--- src/rtl/tsc_multimode.sv ---
// tsc_multimode: transient capture into a circular pre-trigger buffer
// with framed, oldest-first serial readout of the captured window.
module tsc_multimode #(
    parameter int DW    = 8,
    parameter int DEPTH = 32,
    parameter int POST  = 16,
    parameter int TW    = 32
) (
    input  logic          clk,
    input  logic          reset,
    input  logic          start,
    input  logic          sbf,
    input  logic          rdy,
    input  logic [DW-1:0] dat,
    input  logic [DW-1:0] trig_lvl,
    input  logic [1:0]    trig_mode,
    output logic          req,
    output logic          trd,
    output logic          cd,
    output logic          sd,
    output logic [TW-1:0] trig_tm,
    output logic          busy
);
    localparam int AW = $clog2(DEPTH);
    localparam int BW = $clog2(DW + 2);

    typedef enum logic [2:0] {
        S_IDLE, S_REC, S_POST, S_DONE, S_SEND
    } state_t;

    state_t state, nxt;

    logic [DW-1:0] mem [DEPTH];
    logic [AW-1:0] wp, rd, pcnt;
    logic [AW:0]   count, scnt;
    logic [TW-1:0] timer;
    logic [DW-1:0] prev, cur, sh;
    logic [BW-1:0] bcnt;
    logic          prev_v, start_q, sbf_q;
    logic          start_e, sbf_e, acc, hit;
    logic          last_post, bit_end, last_bit;

    assign start_e   = start & ~start_q;
    assign sbf_e     = sbf & ~sbf_q;
    assign req       = (state == S_REC) || (state == S_POST);
    assign busy      = req || (state == S_SEND);
    assign acc       = rdy & req;
    assign last_post = pcnt == AW'(POST - 1);
    assign bit_end   = bcnt == BW'(DW + 1);
    assign last_bit  = bit_end && (scnt == (AW+1)'(1));
    assign cur       = mem[rd];
    assign sh        = cur << (bcnt - BW'(1));

    // trigger condition for the sample currently on dat
    always_comb begin
        hit = 1'b0;
        unique case (trig_mode)
            2'b00:   hit = dat > trig_lvl;
            2'b01:   hit = prev_v && (prev <= trig_lvl) && (dat > trig_lvl);
            2'b10:   hit = dat < trig_lvl;
            default: hit = 1'b0;
        endcase
    end

    // serial line: start bit, data MSB first, stop bit; idle high
    always_comb begin
        sd = 1'b1;
        if (state == S_SEND && bcnt == '0) begin
            sd = 1'b0;
        end else if (state == S_SEND && !bit_end) begin
            sd = sh[DW-1];
        end
    end

    // state register
    always_ff @(posedge clk) begin
        if (reset) state <= S_IDLE;
        else       state <= nxt;
    end

    // next-state logic; start beats sbf when both edge in DONE
    always_comb begin
        nxt = state;
        unique case (state)
            S_IDLE: if (start_e) nxt = S_REC;
            S_REC:  if (acc && hit) nxt = S_POST;
            S_POST: if (acc && last_post) nxt = S_DONE;
            S_DONE: begin
                if (start_e)    nxt = S_REC;
                else if (sbf_e) nxt = S_SEND;
            end
            S_SEND: if (last_bit) nxt = S_IDLE;
            default: nxt = S_IDLE;
        endcase
    end

    // sample buffer; contents survive reset
    always_ff @(posedge clk) begin
        if (acc && !reset) mem[wp] <= dat;
    end

    // pointers, counters, flags and the serial sequencer
    always_ff @(posedge clk) begin
        if (reset) begin
            start_q <= 1'b1;
            sbf_q   <= 1'b1;
            wp      <= '0;
            rd      <= '0;
            pcnt    <= '0;
            count   <= '0;
            scnt    <= '0;
            timer   <= '0;
            prev    <= '0;
            prev_v  <= 1'b0;
            bcnt    <= '0;
            trd     <= 1'b0;
            cd      <= 1'b0;
            trig_tm <= '0;
        end else begin
            start_q <= start;
            sbf_q   <= sbf;
            if ((state == S_IDLE || state == S_DONE) && start_e) begin
                wp     <= '0;
                count  <= '0;
                timer  <= '0;
                trd    <= 1'b0;
                cd     <= 1'b0;
                prev_v <= 1'b0;
            end
            if (acc) begin
                wp     <= wp + AW'(1);
                timer  <= timer + TW'(1);
                prev   <= dat;
                prev_v <= 1'b1;
                if (count != (AW+1)'(DEPTH)) count <= count + (AW+1)'(1);
            end
            if (state == S_REC && acc && hit) begin
                trig_tm <= timer;
                pcnt    <= '0;
            end
            if (state == S_POST && acc) begin
                pcnt <= pcnt + AW'(1);
                if (last_post) trd <= 1'b1;
            end
            if (state == S_DONE && !start_e && sbf_e) begin
                rd   <= wp - count[AW-1:0];
                scnt <= count;
                bcnt <= '0;
            end
            if (state == S_SEND) begin
                if (bit_end) begin
                    bcnt <= '0;
                    rd   <= rd + AW'(1);
                    scnt <= scnt - (AW+1)'(1);
                    if (last_bit) cd <= 1'b1;
                end else begin
                    bcnt <= bcnt + BW'(1);
                end
            end
        end
    end
endmodule

--- config.mk ---
export PLATFORM = sky130hd
export DESIGN_NAME = tsc_multimode
export DESIGN_NICKNAME = d
export VERILOG_FILES = /design/src/rtl/tsc_multimode.sv
export SDC_FILE = /design/constraint.sdc
export NUM_CORES = 1
export LEC_CHECK = 0
export ABC_CLOCK_PERIOD_IN_PS = 6000
export CORE_UTILIZATION = 60
export CTS_BUF_LIST = sky130_fd_sc_hd__clkbuf_2 sky130_fd_sc_hd__clkbuf_4 sky130_fd_sc_hd__clkbuf_8
export CTS_CLUSTER_SIZE = 10
export DETAILED_ROUTE_END_ITERATION = 10
export HOLD_SLACK_MARGIN = 0.05
export PLACE_DENSITY = 0.77
export SLEW_MARGIN = 20
export SYNTH_ARGS = -nofsm -noshare
export SYNTH_HDL_FRONTEND = slang
export SYNTH_SLANG_ARGS = --single-unit
export TNS_END_PERCENT = 100
--- constraint.sdc ---
create_clock -name clk -period 6 [get_ports clk]
set_input_delay 1.2 -clock clk [delete_from_list [all_inputs] [get_ports clk]]
set_output_delay 1.2 -clock clk [all_outputs]
set_load 0.01 [all_outputs]
Yosys cells after proc, flatten, opt, wreduce, memory -nomap -nowiden
Memory sizes are Yosys's and may differ from the RTL's. A register that Yosys moved wholly into a read port is not among the register bits.
Cells that the tools add are included.
Word-level totals
  bits in registers: 111
  bits in latches: 0
  memory bits (writable): 256
  bits in read-only memories: 0
  output and inout port bits: 37
  memories kept: 1
Memory list
  mem: words 32, width 8, rd ports 1, clocked after memory_dff 1, write ports 1, RTL line 33  | logic [DW-1:0] mem [DEPTH];
Operators by class
  add/subtract/negate cells: 9
  $mul: 0
  div/mod/pow operators: 0
  $lt $le $gt $ge: 3
  equality and inequality tests: 15
  shifts and indexed selects: 1
  mux-type cells: 40
  bitwise operators: 5
  reductions and logical operators: 27
Operators by type and width (count)
  32-bit two-way mux: 2
  5-bit two-way mux: 8
  6-bit two-way mux: 6
  32-bit by 1-bit adder with 32-bit output (second input constant): 1
  3-bit two-way mux: 6
  5-bit by 1-bit adder with 5-bit output (second input constant): 3
  3-bit case mux with 5 select lines: 1
  1-bit logical AND: 14
  1-bit two-way mux: 13
  4-bit two-way mux: 3
  8-bit greater-than comparator: 1
  8-bit less-or-equal comparator: 1
  8-bit less-than comparator: 1
  8-bit by 4-bit left shift with 8-bit output: 1
  6-bit by 1-bit adder with 6-bit output (second input constant): 1
  3-bit by 2-bit equality test with 1-bit output (second input constant): 2
  6-bit by 1-bit equality test with 1-bit output (second input constant): 1
  6-bit != test (second input constant): 1
  2-bit nonzero test: 3
  6-bit by 1-bit subtractor with 6-bit output (second input constant): 1
  5-bit by 4-bit equality test with 1-bit output (second input constant): 1
  5-bit AND reduction: 1
  5-bit subtractor: 1
  4-bit by 1-bit adder with 4-bit output (second input constant): 1
  17 further kinds: 26

Longest topological paths before layout
Gate-level depths: netlist of run 1.
  depth in word-level cells: 9
  depth in mapped cells: 11
  depth with buffers taken out: 10

Least setup slack after synthesis of run 1
Ideal clock, no wire load.
  path type: reg2out
  from: reg, netlist name rd[0]
  to: out sd
  arrival time: 2319 ps
  data required time: 4800 ps
  slack: 2481 ps
  stages on the path, launching flop included: 11
  cells stage by stage: dfxtp_1 -> buf_2 -> buf_2 -> buf_2 -> mux4_2 -> a22oi_1 -> nand2_1 -> a22oi_1 -> o21ai_0 -> nor4b_1 -> nor3_1
RTL lines
  end, declared: RTL line 20  | output logic sd,

==> flow_summary.json, run 1 <==
{
  "synth_edf_count": 256,
  "setup_tns_ps": 0,
  "first_iter_violations": 989,
  "start_util_pct": 61.2,
  "cts_resized": 0,
  "grt_pass1_vias": 9443,
  "num_vias": 9728,
  "place_inst": 1471,
  "syn_to_final_growth_pct": 13.7,
  "ys_types": 57,
  "wl_mm": 33.3,
  "start_kind": "flip-flop",
  "cts_num_sinks": 367,
  "cp_slowest_cell": "dfxtp_2",
  "powerDensity_mw_per_mm2": 291,
  "cp.required_ps": 4800,
  "cts_buffers": 57,
  "rr_startpoint": "state[0]",
  "viasPerCell": 6.16,
  "yosys_most_used_dff": "edfxtp_1",
  "cts-hold-fix-buffers": 0,
  "post-place-ws_ps": 1390,
  "peakVddDrop_mv": 0.277,
  "fin_nets": 1260,
  "coreArea_mm2": 0.0253,
  "min_from": "prev[4]",
  "cts_setup_buffers": 0,
  "synth_seq_area_share_pct": 64.1,
  "worst-slew-pin-transition_ps": 1150,
  "ff_latch_area_mm2": 0.00991,
  "boundaryPins": 60,
  "cts.reportedPaths.clkPinSlew_ps": 60,
  "routabilityCongestion": 0.855,
  "antenna_found_initial": 1,
  "dpl.hpwl_mm": 21.0,
  "relSlewSlack_pct": 23.4,
  "worst_slack_ps": 714,
  "wire_per_inst_um": 21.1,
  "cp_top_family": "flip-flops",
  "fin_crit_sh_pct": 88.1,
  "cp.arrival_ps": 4090,
  "placementRows": 58,
  "clk_path_buf_depth": 3,
  "critPathBufInv": 2,
  "clk-insertion-delay-late_ps": 600,
  "synth_nets": 1180,
  "final_cells": 1578,
  "tritoncts": "yes",
  "power_mw": 5.12,
  "fmax_mhz": 189,
  "endpoint_kind": "primary output",
  "slowest_delay_ps": 1080,
  "hold_viol": 0,
  "hold_class": "reg -> reg",
  "clock_skew_ps": 28.1,
  "grt-ovfl-total": 0,
  "rsz0062_at_grt": "false",
  "drc": 0,
  "cp_common_cell": "a22oi_1",
  "async_flop_share_pct": 0,
  "dieArea_mm2": 0.0264,
  "finalSetupViolCount": 0,
  "drive_gt1_share_pct": 16.7,
  "p_leak_nw": 5.98,
  "dr.pass1.iters": 5,
  "crit_chain": "buf_4 > mux4_2 > a22oi_1 > a21oi_1 > a22oi_1 > o21ai_0 > nor4b_1 > nor3_1 > clkdlybuf4s50_1",
  "status": "completed",
  "grt_start_max_net_pins": 70,
  "crit_fanout": 42,
  "htreeDepth": 2,
  "ant_nets": 0,
  "fillCellCount": 1720,
  "crit_type": "reg -> out",
  "root_buffer": "clkbuf_8",
  "port_buffers": 59,
  "startpoint": "rd[1]",
  "yosys_warnings": 0,
  "slew_violations": 0,
  "place_area_mm2": 0.0164,
  "min_period_ps": 5290,
  "hold_slack_ps": 461,
  "grtUsageTotal_pct": 25.8,
  "die_height_um": 163,
  "drv_cap": 0,
  "postLayoutCoreUtil_pct": 69.6,
  "syn_area_mm2": 0.0155,
  "die_w_um": 163,
  "synth_cells": 1120,
  "synth-seq-cells": 367,
  "multi_input_area_mm2": 0.00520,
  "syn_avg_cell_area_um2": 13.8,
  "num_antenna_cells": 0,
  "final_cell_area_mm2": 0.0176,
  "grt_pass1_wl_mm": 51.8
}
==> report_power, final <==
part	switching, mW	leakage [nW]	internal, mW
registers	0.0165	3.20	2.72
clock network	0.944	0.638	1.22
logic	0.142	2.15	0.0811
==> cell usage in the layout, fill, tap and decap left out, drive strengths merged, types with 5 or more instances in the layout <==
cell / instances
xor2: 6
mux2i: 35
nor3: 25
dfxtp: 111
or3: 14
a21oi: 59
nand4: 13
a21o: 6
o211ai: 11
clkbuf: 79
ha: 36
nand3: 33
nor2: 136
nand2b: 6
buf: 21
a22oi: 14
and3: 10
mux2: 9
nand2: 65
nor2b: 13
mux4: 67
clkdlybuf4s50: 58
edfxtp: 256
o22ai: 7
clkinv: 21
or2: 7
o21ai: 24
xnor2: 5
o21a: 5
a211oi: 13
nand3b: 10
inv: 28
==> worst reg2reg max path: cells and delay by family (launching register included) <==
kind	cells	cell delay, ps
flip-flops	1	520
AND/OR/NAND/NOR	5	1780
buffers and inverters	1	210
XOR/XNOR	1	230
==> registers in the layout, summed over array words and instances, names as in the netlist, 3 cells and up <==
signal and cells:
mem 256, timer 32, trig_tm 32, prev 8, count 6, scnt 6, pcnt 5, rd 5
wp 5, bcnt 4, state 3
==> layer usage <==
metal	vias to the layer above	part of all wire, %	GRT usage [%]
li1	4417	-	-
met1	4793	42	37.1
met2	453	47	40.8
met3	65	8.7	4.25
met4	0	2.2	8.07
met5	-	0	0
==> Yosys cell counts (7+ instances only) <==
| library cell | n | area share (%) |
|---|---|---|
| a22oi_1 | 14 | 0.68 |
| and3_1 | 10 | 0.40 |
| mux4_2 | 67 | 9.8 |
| or3_1 | 14 | 0.57 |
| nand2_1 | 65 | 1.6 |
| a211oi_1 | 13 | 0.63 |
| nor2b_1 | 13 | 0.53 |
| o211ai_1 | 11 | 0.53 |
| nand3_1 | 33 | 1.1 |
| o22ai_1 | 7 | 0.28 |
| nand4_1 | 12 | 0.49 |
| mux2_2 | 9 | 0.66 |
| buf_2 | 14 | 0.45 |
| mux2i_1 | 35 | 2.3 |
| inv_1 | 27 | 0.66 |
| o21ai_0 | 24 | 0.78 |
| dfxtp_1 | 111 | 14 |
| a21oi_1 | 59 | 1.9 |
| nor3_1 | 25 | 0.81 |
| edfxtp_1 | 256 | 50 |
| ha_1 | 36 | 2.9 |
| clkbuf_1 | 38 | 0.92 |
| nand3b_1 | 10 | 0.49 |
| nor2_1 | 136 | 3.3 |
==> final timing paths <==
check                     to  slack (ps)  cells past startpoint
setup / recovery          sd         710                      9
hold / removal       prev[4]         460                      2
setup reg to reg  mem[13][0]        2880                      7
hold reg to reg      prev[4]         460                      2
==> logic make-up (layout without fill, tap and decap cells) <==
kind of cell	Yosys count	after routing	share of synthesized area, %
DFF	367	367	64.1
and+or+nand+nor	347	347	10.6
AOI/OAI and AO/OA	162	162	6.60
muxes	111	111	12.7
buffers and inverters	85	213	2.27
adders and majority gates	37	37	3.04
xor gates and xnor gates	11	11	0.672
==> cell type report <==
class / instances / area share [%]
clock buffers: 79 / 5.47
clock inverters: 28 / 1.36
inverters: 27 / 0.576
multi-input cells: 668 / 29.6
flip-flops and latches: 367 / 56.4
well taps: 330 / 2.35
repair buffers: 79 / 4.27
No activity file was read; power rests on OpenSTA's default activity.
==> run 2, diff against run 1 <==
--- a/config.mk
+++ b/config.mk
@@ -5,13 +5,14 @@
 export SDC_FILE = /design/constraint.sdc
 export NUM_CORES = 1
 export LEC_CHECK = 0
+export ABC_AREA = 1
 export ABC_CLOCK_PERIOD_IN_PS = 6000
 export CORE_UTILIZATION = 60
 export CTS_BUF_LIST = sky130_fd_sc_hd__clkbuf_2 sky130_fd_sc_hd__clkbuf_4 sky130_fd_sc_hd__clkbuf_8
 export CTS_CLUSTER_SIZE = 10
 export DETAILED_ROUTE_END_ITERATION = 10
 export HOLD_SLACK_MARGIN = 0.05
-export PLACE_DENSITY = 0.77
+export PLACE_DENSITY = 0.76
 export SLEW_MARGIN = 20
 export SYNTH_ARGS = -nofsm -noshare
 export SYNTH_HDL_FRONTEND = slang
==> flow_summary.json, run 2 <==
{
  "cp.required_ps": 4800,
  "placementRows": 60,
  "clk_path_buf_depth": 3,
  "ys_top_cells_by_area": "edfxtp_1, dfxtp_1, nand2_1",
  "die_w_um": 169,
  "synth_nets": 1848,
  "die_height_um": 169,
  "status": "completed",
  "setup_tns_ps": 0,
  "cts_setup_buffers": 0,
  "grt_pass1_wl_mm": 63.4,
  "yosysMostFrequentCell": "nand2_1",
  "coreArea_mm2": 0.0271,
  "drv_cap": 0,
  "grt_start_max_net_pins": 116,
  "syn_area_mm2": 0.0166,
  "antenna_found_initial": 0,
  "crit_type": "reg -> out",
  "start_kind": "flip-flop",
  "dpl.hpwl_mm": 24.9,
  "p_leak_nw": 7.07,
  "mostFrequentLayoutCells": "nand2_1, nor2_1, edfxtp_1",
  "cts_buffers": 57,
  "finalSetupViolCount": 0,
  "clk-insertion-delay-late_ps": 590,
  "synth-seq-cells": 367,
  "clock_skew_ps": 10.6,
  "endpoint_kind": "primary output",
  "max_flop_register": "mem",
  "async_flop_share_pct": 0,
  "ant_nets": 0,
  "r2r_cells": 7,
  "syn_to_final_growth_pct": 11.2,
  "peakVddDrop_mv": 0.196,
  "port_buffers": 59,
  "cts_num_sinks": 367,
  "boundaryPins": 60,
  "fin_crit_sh_pct": 84.7,
  "wl_mm": 39.7,
  "synth_seq_area_share_pct": 59.6,
  "yosys_most_used_dff": "edfxtp_1",
  "synth_edf_count": 256,
  "ys_top_cells_by_count": "nand2_1, nor2_1, edfxtp_1",
  "hold_class": "reg -> reg",
  "hold_viol": 0,
  "first_iter_violations": 1199,
  "num_vias": 12593,
  "hold_depth": 2,
  "powerDensity_mw_per_mm2": 289,
  "slew_violations": 0,
  "fmax_mhz": 197,
  "cts_resized": 0,
  "dr.pass1.iters": 6,
  "drc": 0,
  "root_buffer": "clkbuf_8",
  "htreeDepth": 2,
  "worst-slew-pin-transition_ps": 950,
  "wire_per_inst_um": 17.6,
  "syn_avg_cell_area_um2": 9.30,
  "synth_cells": 1788,
  "relSlewSlack_pct": 36.6,
  "rrSetupSlack_ps": 2820,
  "routabilityCongestion": 0.873,
  "fin_nets": 1898,
  "grt-ovfl-total": 0,
  "start_util_pct": 61.4,
  "cts.reportedPaths.clkPinSlew_ps": 60,
  "viasPerCell": 5.58,
  "ys_types": 52,
  "final_common_cell": "nand2_1",
  "synth_top_cell_by_area": "edfxtp_1",
  "cp.arrival_ps": 3880,
  "tritoncts": "yes",
  "largest_reg_flops": 256,
  "crit_fanout": 20,
  "min_period_ps": 5080,
  "num_antenna_cells": 0,
  "postLayoutCoreUtil_pct": 68.3,
  "grtUsageTotal_pct": 28.6,
  "cts-hold-fix-buffers": 0,
  "top_regs": "mem x256, timer x32, trig_tm x32",
  "grt_pass1_vias": 12148,
  "rsz0062_at_grt": "false",
  "drive_gt1_share_pct": 8.28,
  "yosys_warnings": 0,
  "synth_top_area_share_pct": 46.2,
  "dieArea_mm2": 0.0284
}
run 2: worst max-delay path, cell delays in order (launching register included):
cell and delay (ps):
dfxtp_1 890, nand2_1 310, inv_1 450, nand2_1 110, nand2_1 110, nor2_1 110
nand2_1 100, nand3_1 80, nand3_1 90, nand3_1 70, nand2_1 130, nand2_1 70
a21oi_1 190, clkdlybuf4s50_1 570
run 2: cells by family after synthesis:
logic type | Yosys count | synth area share (%)
xor gates and xnor gates | 9 | 0.474
buffers and inverters | 242 | 6.42
DFF | 367 | 59.6
and+or+nand+nor | 858 | 21.7
adders and majority gates | 37 | 2.83
AOI/OAI and AO/OA | 275 | 9.02
run 2: power breakdown:
part | switching, mW | internal (mW)
clock | 0.965 | 1.15
sequential | 0.0385 | 2.76
combinational | 0.294 | 0.150
run 2: final timing paths:
check	from	end
worst max-delay path	rd[2]	sd
worst min-delay path	cd	cd
worst max register to register	state[2]	mem[29][4]
worst min register to register	cd	cd
run 2: through the flow:
step | power (mW) | hold WS (ps) | worst slack (ps) | cell area, µm² | instances
finish | 5.35 | 471 | 918 | 18500 | 2255
global route | 5.55 | 509 | 673 | 18500 | 2255
CTS | 5.37 | 475 | 836 | 18500 | 2255
detailed placement | 3.29 | 462 | 1480 | 17300 | 2151
global placement | 3.27 | 453 | 1540 | 17300 | 2151
floorplan | 3.12 | 433 | 3190 | 16600 | 1788
run 2: cell type report:
type / count / area [µm²]
repair buffers: 76 / 718
fillers: 2117 / 8600
clock buffers: 83 / 1040
inverters: 157 / 594
flip-flops and latches: 367 / 9910
clock inverters: 21 / 120
well taps: 372 / 465
multi-input cells: 1179 / 5660
run 2: layer usage:
layer | up-vias | wire, µm | track usage [%]
li1 | 6099 | - | -
met2 | 483 | 19300 | 48.8
met4 | 0 | 1130 | 9.76
met1 | 5922 | 16400 | 37.2
met3 | 89 | 2900 | 4.91
met5 | - | 0 | 0
==> run 3, diff against run 2 <==
--- a/config.mk
+++ b/config.mk
@@ -6,7 +6,7 @@
 export NUM_CORES = 1
 export LEC_CHECK = 0
 export ABC_AREA = 1
-export ABC_CLOCK_PERIOD_IN_PS = 6000
+export ABC_CLOCK_PERIOD_IN_PS = 5000
 export CORE_UTILIZATION = 60
 export CTS_BUF_LIST = sky130_fd_sc_hd__clkbuf_2 sky130_fd_sc_hd__clkbuf_4 sky130_fd_sc_hd__clkbuf_8
 export CTS_CLUSTER_SIZE = 10
==> constraint.sdc (replaced) <==
create_clock -name clk -period 5 [get_ports clk]
set_input_delay 1 -clock clk [delete_from_list [all_inputs] [get_ports clk]]
set_output_delay 1 -clock clk [all_outputs]
set_load 0.01 [all_outputs]
==> flow_summary.json, run 3 (synthesis gave the netlist of run 2 again) <==
{
  "peakVddDrop_mv": 0.238,
  "hold_class": "reg -> reg",
  "die_w_um": 169,
  "wire_per_inst_um": 17.6,
  "postLayoutCoreUtil_pct": 68.2,
  "clk_path_buf_depth": 3,
  "boundaryPins": 60,
  "root_buffer": "clkbuf_8",
  "hold_viol": 0,
  "fin_crit_sh_pct": 93.4,
  "dr.pass1.iters": 8,
  "viasPerCell": 5.58,
  "port_buffers": 59,
  "mostFrequentLayoutCells": "nand2_1, nor2_1, edfxtp_1",
  "antenna_found_initial": 0,
  "place_inst": 2154,
  "top_regs": "mem x256, timer x32, trig_tm x32",
  "finalSetupViolCount": 0,
  "drv_cap": 0,
  "ant_nets": 0,
  "crit_type": "reg -> out",
  "grtUsageTotal_pct": 28.5,
  "num_antenna_cells": 0,
  "cts_buffers": 56,
  "rr_startpoint": "state[2]",
  "cts_num_sinks": 367,
  "placementRows": 60,
  "num_vias": 12595,
  "setup_tns_ps": 0,
  "startpoint": "rd[0]",
  "largest_reg_flops": 256,
  "dpl.hpwl_mm": 25.6,
  "endpoint_kind": "primary output",
  "first_iter_violations": 1246,
  "cp.arrival_ps": 3670,
  "p_leak_nw": 7.04,
  "max_flop_register": "mem",
  "powerDensity_mw_per_mm2": 341,
  "wl_mm": 39.8,
  "worst-slew-pin-transition_ps": 1060,
  "drc": 0,
  "cp.required_ps": 4000,
  "clock_skew_ps": 24.4,
  "start_util_pct": 61.4,
  "crit_fanout": 115,
  "status": "completed",
  "dieArea_mm2": 0.0284,
  "fmax_mhz": 214,
  "tritoncts": "yes",
  "grt-ovfl-total": 0,
  "htreeDepth": 2,
  "syn_to_final_growth_pct": 11.1,
  "fin_nets": 1900,
  "rsz0062_at_grt": "false",
  "min_from": "prev[0]",
  "drive_gt1_share_pct": 7.85,
  "cts.reportedPaths.clkPinSlew_ps": 60,
  "final_cells": 2257,
  "min_period_ps": 4670,
  "start_kind": "flip-flop",
  "cts_setup_buffers": 0,
  "die_height_um": 169,
  "final_common_cell": "nand2_1",
  "grt_start_max_net_pins": 116,
  "slew_violations": 0,
  "clk-insertion-delay-late_ps": 600,
  "coreArea_mm2": 0.0271,
  "grt_pass1_wl_mm": 62.8,
  "relSlewSlack_pct": 28.8,
  "grt_pass1_vias": 11892,
  "routabilityCongestion": 0.885
}
## run 3: final cells by class
| class | instances | area (µm²) |
|---|---|---|
| clock buffer | 74 | 912 |
| sequential | 367 | 9910 |
| multi-input combinational | 1179 | 5660 |
| clock inverter | 29 | 178 |
| fill | 2090 | 8620 |
| timing repair buffer | 79 | 761 |
| tap | 372 | 465 |
| inverter | 157 | 596 |
## run 3: final timing paths
check	to	slack [ps]	cells past startpoint
setup / recovery	sd	330	14
setup reg to reg	mem[14][0]	2050	8
hold / removal	prev[0]	470	2
hold reg to reg	prev[0]	470	2
## run 3: repair_timing
action	4_1_cts	5_1_grt
hold endpoints to repair	0	0
hold buffers	0	0
setup endpoints to repair	0	1
gates resized for setup	0	2
## run 3: worst max-delay path, stage by stage, from the launching register on
cell and delay (ps):
dfxtp_4 480, inv_6 580, nand2_1 130, nand2_1 100, nand2_1 50, nand3_1 160, nand3_1 120, nand2_1 90
nand3_1 60, nand3_1 90, nand3_1 80, nand2_1 130, nand2_1 70, a21oi_1 200, clkdlybuf4s50_1 570
## run 3: through the flow
step	instance area (µm²)	setup slack, ps	hold WS, ps	total power [mW]
after floorplan	16600	2390	433	3.74
after global placement	17400	752	456	3.93
after detailed placement	17400	755	462	3.95
after CTS	18500	82.6	473	6.32
after global routing	18500	82.1	490	6.53
final	18500	330	468	6.30
## run 3: per-layer routing
metal	up-vias	global-route usage, %	wire [µm]	share of wire [%]
met5	-	0	0	0
met3	80	4.26	2780	7.0
li1	6087	-	-	-
met1	5918	37.4	16500	42
met4	0	11.7	1350	3.4
met2	510	47.9	19100	48
## run 3: power by group
part | switching [mW] | total (mW) | internal (mW)
sequential | 0.0449 | 3.35 | 3.31
combinational | 0.361 | 0.544 | 0.183
clock | 1.12 | 2.41 | 1.29
